File: config.mk
export PLATFORM = sky130hd
export DESIGN_NAME = and16_arbiter_flat
export DESIGN_NICKNAME = d
export VERILOG_FILES = /design/src/rtl/and16_arb_pkg.sv /design/src/rtl/and16_arbiter_if.sv /design/src/rtl/and16.sv /design/src/rtl/and16_arbiter.sv /design/src/flat_wrapper.sv
export SDC_FILE = /design/constraint.sdc
export NUM_CORES = 1
export LEC_CHECK = 0
export ABC_CLOCK_PERIOD_IN_PS = 1750
export BUFFER_PORTS_ARGS = -buffer_cell sky130_fd_sc_hd__buf_2
export CAP_MARGIN = 20
export CORE_ASPECT_RATIO = 1.4
export CORE_UTILIZATION = 40
export CTS_CLUSTER_SIZE = 12
export DETAILED_ROUTE_END_ITERATION = 10
export HOLD_SLACK_MARGIN = 0.03
export PLACE_DENSITY = 0.77
export RECOVER_POWER = 25
export SYNTH_ARGS = -nofsm -noshare
export SYNTH_HDL_FRONTEND = slang
export SYNTH_SLANG_ARGS = --single-unit
File: constraint.sdc
create_clock -name clk -period 1.75 [get_ports clk]
set_input_delay 0.4375 -clock clk [delete_from_list [all_inputs] [get_ports clk]]
set_output_delay 0.4375 -clock clk [all_outputs]
set_load 0.05 [all_outputs]
File: src/rtl/and16_arb_pkg.sv
// rtl/and16_arb_pkg.sv - shared width constant and FSM state encoding for the AND16 arbiter
package and16_arb_pkg;

  localparam int AND16_DEFAULT_WIDTH = 16;

  typedef enum logic [1:0] {
    IDLE = 2'd0,
    EXEC = 2'd1,
    DONE = 2'd2
  } state_t;

endpackage

File: src/rtl/and16_arbiter_if.sv
// rtl/and16_arbiter_if.sv - two-requester handshake bus between requesters and the AND16 arbiter
interface and16_arbiter_if
  import and16_arb_pkg::*;
#(
  parameter int WIDTH = AND16_DEFAULT_WIDTH
) ();

  logic             req0;
  logic [WIDTH-1:0] a0;
  logic [WIDTH-1:0] b0;
  logic             req1;
  logic [WIDTH-1:0] a1;
  logic [WIDTH-1:0] b1;
  logic             ack0;
  logic             ack1;
  logic [WIDTH-1:0] out;
  logic             busy;

  // requester side
  modport master (
    output req0, a0, b0, req1, a1, b1,
    input  ack0, ack1, out, busy
  );

  // arbiter side
  modport slave (
    input  req0, a0, b0, req1, a1, b1,
    output ack0, ack1, out, busy
  );

endinterface

File: src/rtl/and16.sv
// rtl/and16.sv - combinational bitwise AND datapath shared by both requesters
module and16 #(
  parameter int WIDTH = 16
) (
  input  logic [WIDTH-1:0] a,
  input  logic [WIDTH-1:0] b,
  output logic [WIDTH-1:0] y
);

  assign y = a & b;

endmodule

File: src/rtl/and16_arbiter.sv
// rtl/and16_arbiter.sv - two-requester arbiter around one AND16 datapath; AND16_ARB_RR_EN enables round-robin
module and16_arbiter
  import and16_arb_pkg::*;
#(
  parameter int WIDTH = AND16_DEFAULT_WIDTH
) (
  input  logic           clk,
  input  logic           reset,
  and16_arbiter_if.slave bus
);

  state_t           state;
  state_t           state_nxt;
  logic [WIDTH-1:0] opa;
  logic [WIDTH-1:0] opb;
  logic [WIDTH-1:0] and_y;
  logic [WIDTH-1:0] out_q;
  logic             grant;
  logic             grant_nxt;
  logic             any_req;
  logic             capture_en;
  logic             load_en;
  logic             done0;
  logic             done1;
  logic             ack0_q;
  logic             ack1_q;

  assign any_req = bus.req0 | bus.req1;

  and16 #(.WIDTH(WIDTH)) u_and16 (
    .a (opa),
    .b (opb),
    .y (and_y)
  );

`ifdef AND16_ARB_RR_EN
  logic last_grant;

  // last-grant pointer: moves to the served requester when its operation completes
  always_ff @(posedge clk) begin
    if (reset) begin
      last_grant <= 1'b1;
    end else if (state == DONE) begin
      last_grant <= grant;
    end
  end

  // round-robin pick: on a tie favour the requester not served last
  always_comb begin
    grant_nxt = 1'b0;
    if (bus.req0 && bus.req1) begin
      grant_nxt = ~last_grant;
    end else begin
      grant_nxt = ~bus.req0;
    end
  end
`else
  // fixed-priority pick: requester 0 wins every tie
  always_comb begin
    grant_nxt = ~bus.req0;
  end
`endif

  // state register
  always_ff @(posedge clk) begin
    if (reset) begin
      state <= IDLE;
    end else begin
      state <= state_nxt;
    end
  end

  // next-state: one step per clock once a request is taken
  always_comb begin
    state_nxt = state;
    case (state)
      IDLE:    state_nxt = any_req ? EXEC : IDLE;
      EXEC:    state_nxt = DONE;
      DONE:    state_nxt = IDLE;
      default: state_nxt = IDLE;
    endcase
  end

  // per-state control strobes
  always_comb begin
    capture_en = (state == IDLE) && any_req;
    load_en    = (state == EXEC);
    done0      = (state == DONE) && !grant;
    done1      = (state == DONE) && grant;
  end

  // operand capture at grant, result load in EXEC, registered ack pulse out of DONE
  always_ff @(posedge clk) begin
    if (reset) begin
      opa    <= '0;
      opb    <= '0;
      grant  <= 1'b0;
      out_q  <= '0;
      ack0_q <= 1'b0;
      ack1_q <= 1'b0;
    end else begin
      if (capture_en) begin
        opa   <= grant_nxt ? bus.a1 : bus.a0;
        opb   <= grant_nxt ? bus.b1 : bus.b0;
        grant <= grant_nxt;
      end
      if (load_en) begin
        out_q <= and_y;
      end
      ack0_q <= done0;
      ack1_q <= done1;
    end
  end

  assign bus.ack0 = ack0_q;
  assign bus.ack1 = ack1_q;
  assign bus.out  = out_q;
  assign bus.busy = (state != IDLE);

endmodule

File: src/flat_wrapper.sv
// flat-port wrapper written by rule: the top's interface ports become plain ports
module and16_arbiter_flat import and16_arb_pkg::*;
#(
  parameter int WIDTH = AND16_DEFAULT_WIDTH
)
  (clk, reset, bus_req0, bus_a0, bus_b0, bus_req1, bus_a1, bus_b1, bus_ack0, bus_ack1, bus_out, bus_busy);
  and16_arbiter_if #(.WIDTH(WIDTH)) bus_i ();
  input  logic clk;
  input  logic reset;
  input wire logic [$bits(bus_i.req0)-1:0] bus_req0;
  input wire logic [$bits(bus_i.a0)-1:0] bus_a0;
  input wire logic [$bits(bus_i.b0)-1:0] bus_b0;
  input wire logic [$bits(bus_i.req1)-1:0] bus_req1;
  input wire logic [$bits(bus_i.a1)-1:0] bus_a1;
  input wire logic [$bits(bus_i.b1)-1:0] bus_b1;
  output wire logic [$bits(bus_i.ack0)-1:0] bus_ack0;
  output wire logic [$bits(bus_i.ack1)-1:0] bus_ack1;
  output wire logic [$bits(bus_i.out)-1:0] bus_out;
  output wire logic [$bits(bus_i.busy)-1:0] bus_busy;
  assign bus_i.req0 = bus_req0;
  assign bus_i.a0 = bus_a0;
  assign bus_i.b0 = bus_b0;
  assign bus_i.req1 = bus_req1;
  assign bus_i.a1 = bus_a1;
  assign bus_i.b1 = bus_b1;
  assign bus_ack0 = bus_i.ack0;
  assign bus_ack1 = bus_i.ack1;
  assign bus_out = bus_i.out;
  assign bus_busy = bus_i.busy;
  and16_arbiter #(.WIDTH(WIDTH)) u_core (.clk(clk), .reset(reset), .bus(bus_i));
endmodule
; ---- Yosys cells after proc, flatten, opt, wreduce, memory -nomap -nowiden
; Cells that the tools add are included.
[totals]
ff_bits = 53
inputBits = 68
out_inout_bits = 19
word_cells = 22
[classes]
n_eq_ne = 2
mux = 4
n_bitwise = 3
n_reduce_logical = 6
[op_table]
columns = op, count
row1 = two-way mux 16 bit, 2
row2 = bitwise AND 16 bit, 1
row3 = one-hot mux 2 bit (2 select lines), 1
row4 = logical AND 1 bit, 3
row5 = "== test 2 x 1 -> 1 bit, second input constant", 1
row6 = "== test 2 bit, second input constant", 1
row7 = zero test 2 bit, 1
row8 = nonzero test 2 bit, 1
row9 = zero test 1 bit, 1
row10 = two-way mux 1 bit, 1
row11 = inverter 1 bit, 1
row12 = OR 1 bit, 1

; ---- Logic depth before layout (Yosys ltp)
[logic_depth]
ltp_word = 3
ltp_mapped = 7
ltp_nobuf = 3

; ---- Cells and area by module
; Synthesis repeated with hierarchy kept, for this count alone.
[unflattened]
hier_cells = 250
hier_area_um2 = 2443.6
[by_module_without_submodules]
columns = mod, instances, cells_each, area_per_inst_um2, seq_area_each_um2
row1 = and16_arbiter, 1, 234, 2343.5, 1061.0
row2 = and16, 1, 16, 100.1, 0.0

; ---- Worst setup path after synthesis
; OpenSTA, ideal clock, no wires.
[synth_path]
path_type = register to output
from = register u_core.state[1]
to = output bus_busy
t_arrival_ns = 1.208
t_required_ns = 1.312
slack_ns = 0.105
path_stages_with_launch = 4
n_path_buf = 1
path_cell_list = dfxtp_1 -> nor2_1 -> clkbuf_1 -> inv_1
[synth_via]
elab_chain_len = 1
[synth_rtl]
columns = element, line
row1 = from (decl), and16_arbiter.sv:12  ; state_t state;
row2 = from (signal assigned), and16_arbiter.sv:69  ; state <= state_nxt;
row3 = nonzero test 2 bit, and16_arbiter.sv:118  ; assign bus.busy = (state != IDLE);
row4 = to (decl), flat_wrapper.sv:19  ; output wire logic [$bits(bus_i.busy)-1:0] bus_busy;
; No other way between the ends.

; ---- Worst setup path after layout
[layout_path]
from = register u_core.state[0]
to = register u_core.out_q[15], in the netlist u_core.bus.out[15]
[layout_via]
elab_chain_len = 1
[layout_rtl]
columns = element, line
row1 = == test 2 x 1 -> 1 bit, and16_arbiter.sv:87  ; load_en = (state == EXEC);
row2 = to (signal assigned), and16_arbiter.sv:108  ; out_q <= and_y;
row3 = to (decl), and16_arbiter.sv:17  ; logic [WIDTH-1:0] out_q;
; No other way between the ends.
; A chain may end at the register's enable or synchronous reset.

==> results.py <==
metrics = {
    "die": {
        "dieArea_um2": 6042,
        "rows": 32,
        "initial_core_util_pct": 41.49,
        "ios": 87,
        "core_um2": 5525,
        "die_y_um": 91.57,
        "chipWidth_um": 65.98,
    },
    "global_routing": {
        "grt_max_degree": 37,
        "grt.overflow.total": 0,
        "globalRouteTotalUtil_pct": 18.01,
        "antenna_found_initial": 0,
        "grt_pass1_wl_mm": 8.355,
        "grt_pass1_vias": 1777,
    },
    "power": {
        "pwr-share-seq_pct": 53.0,
        "p_sw_share_pct": 28.10,
        "power_density_nw_per_um2": 908.4,
        "p_int_mw": 1.841,
        "comb_power_share_pct": 20.5,
        "clkPwrFrac_pct": 26.5,
        "cellLeakagePower_nw": 1.183,
        "ir_drop_v": 0.0003724,
        "p_sw_mw": 0.7194,
        "finalPower_mw": 2.561,
    },
    "worst_setup_path": {
        "crit_type": "reg -> reg",
        "worst_setup_path_start_kind": "flop",
        "crit_chain": "nor3b_2, clkbuf_1, a32o_1",
        "critPathMaxStageDelay_ns": 0.65,
        "crit_path_end_kind": "flop",
        "reg2reg_slack_ns": 0.15,
        "crit_fanout": 17,
        "slowest_stage": "clkbuf_1",
        "worstPathArrival_ns": 1.84,
        "required_ns": 1.99,
    },
    "timing": {
        "skew_ns": 0.006652,
        "slew_headroom_pct": 25.88,
        "min_period_ns": 1.599,
        "rsz0062_at_grt": "no",
        "setup_tns_ns": 0,
        "finalHoldViolCount": 0,
        "drv_slew": 0,
        "fmax_ghz": 0.6253,
        "setup_viol": 0,
        "tightest_slew_ns": 1.112,
        "fin_crit_sh_pct": 91.38,
    },
    "clocking": {
        "cts_root_buf": "clkbuf_8",
        "cts_resized": 0,
        "htreeDepth": 2,
        "clk_pin_slew_worst_paths_ns": 0.09,
        "cts_tree": "done",
        "cts_buffers": 5,
        "ctsHoldBuffers": 0,
        "clk_latency_ns": 0.30,
        "clock_sinks": 53,
        "postCtsSetupBuffers": 0,
        "cts_buffer_depth": 2,
    },
    "cells_and_area": {
        "num-nets-final": 345,
        "drive_gt1_share_pct": 42.60,
        "diodes": 0,
        "synthToLayoutAreaGrowth_pct": 22.98,
    },
    "logic_synthesis": {
        "yosys_warnings": 0,
        "ys_async_sr_fraction_pct": 0,
        "synth_edf_count": 0,
        "syn_nets": 266,
        "synthCells": 198,
        "yosysTopAreaCell": "dfxtp_1",
        "synth_ff_type": "dfxtp_1",
        "synth_commonest_cells": "dfxtp_1, a21oi_1, mux2i_1, a211oi_2, a32o_1",
        "syn_area_per_cell_um2": 11.58,
        "synthesis.area_um2": 2292,
        "yosysTopAreaCellShare_pct": 46.29,
        "synth_cell_types": 17,
        "synth.most_common_cell": "dfxtp_1",
        "synth-seq-cells": 53,
        "netlist_top_cells_area": "dfxtp_1, a211oi_2, mux2i_1",
        "seq_area_frac_synth_pct": 46.29,
    },
    "place": {
        "gp_congestion": 0.7632,
        "dp_hpwl_mm": 3.541,
        "port_buffers": 86,
    },
    "route": {
        "wl_per_cell_um": 15.04,
        "vias": 1849,
        "wirelength_mm": 5.189,
        "first_pass_iters": 4,
        "vias_per_cell": 5.359,
        "drt-initial-drc-count": 80,
        "drc_errors": 0,
        "drtAntennaViolNets": 0,
    },
    "worst_hold_path": {
        "min_path_type": "in -> reg",
    },
    "status": {
        "status": "complete, no violations",
    },
    "job": {
        "cap_violations": 0,
    },
}
worst max-delay path, delay by kind of cell, from the launching register on:
family                 cells  cell delay (ns)
AO/OA/AOI/OAI              1             0.27
buffers and inverters      1             0.65
AND/OR/NAND/NOR            1             0.19
flip-flops                 1             0.43
registers in the layout, indices dropped and copies added, names as in the netlist:
name             cells
u_core.state         2
u_core.bus.ack0      1
u_core.bus.out      16
u_core.opb          16
u_core.grant         1
u_core.bus.ack1      1
u_core.opa          16
layout by cell type (no fill, tap or decap), drive strengths merged, types with 2 or more instances in the layout:
cell	n
buf	77
dfxtp	53
a21oi	34
a211oi	33
mux2i	32
clkbuf	23
a32o	16
inv	2
path summary, 6_finish.rpt:
path | startpoint | to | depth (start not counted)
worst min-delay path | bus_req1 | u_core.grant | 3
worst max-delay path | u_core.state[0] | u_core.bus.out[15] | 3
worst max register to register | u_core.state[0] | u_core.bus.out[15] | 3
worst min register to register | u_core.grant | u_core.bus.ack0 | 1
final cells by class:
| class | count | area [um2] |
|---|---|---|
| clock buffers | 7 | 86.33 |
| fillers | 518 | 2706 |
| inverters | 2 | 7.507 |
| multi-input cells | 122 | 1107 |
| flip-flops and latches | 53 | 1061 |
| well taps | 68 | 85.08 |
| repair buffers | 93 | 471.7 |
power by group through the flow:
stage	registers [mW]	clock network (mW)	logic, mW
floorplan	1.39	0	0.369
global placement	1.38	0	0.517
CTS	1.36	0.699	0.531
global route	1.37	0.753	0.567
detailed placement	1.39	0	0.529
finish	1.36	0.678	0.524
kinds of logic after synthesis:
kind of cell    synth area share (%)
compound gates                 31.77
buf+inv                        5.732
flops                          46.29
mux                            13.97
simple gates                   2.238
metrics by stage:
| step | hold slack, ns | cells | setup WS [ns] | instance area [um2] | utilization [%] |
|---|---|---|---|---|---|
| floorplan | 0.4147 | 198 | 0.1047 | 2292 | - |
| global placement | 0.4418 | 338 | 0.2948 | 2756 | 49.89 |
| detailed placement | 0.4590 | 338 | 0.2659 | 2756 | 49.89 |
| CTS | 0.4596 | 345 | 0.1544 | 2843 | 51.45 |
| global route | 0.4694 | 345 | 0.04299 | 2819 | 51.02 |
| finish | 0.4603 | 345 | 0.1508 | 2819 | 51.02 |
layer usage:
metal,wire (um),track usage (%)
met1,2302,23.14
met3,314,4.020
met4,69,5.851
met5,0,0
met2,2503,29.34
Note: power is estimated with default switching activity, not from simulation.
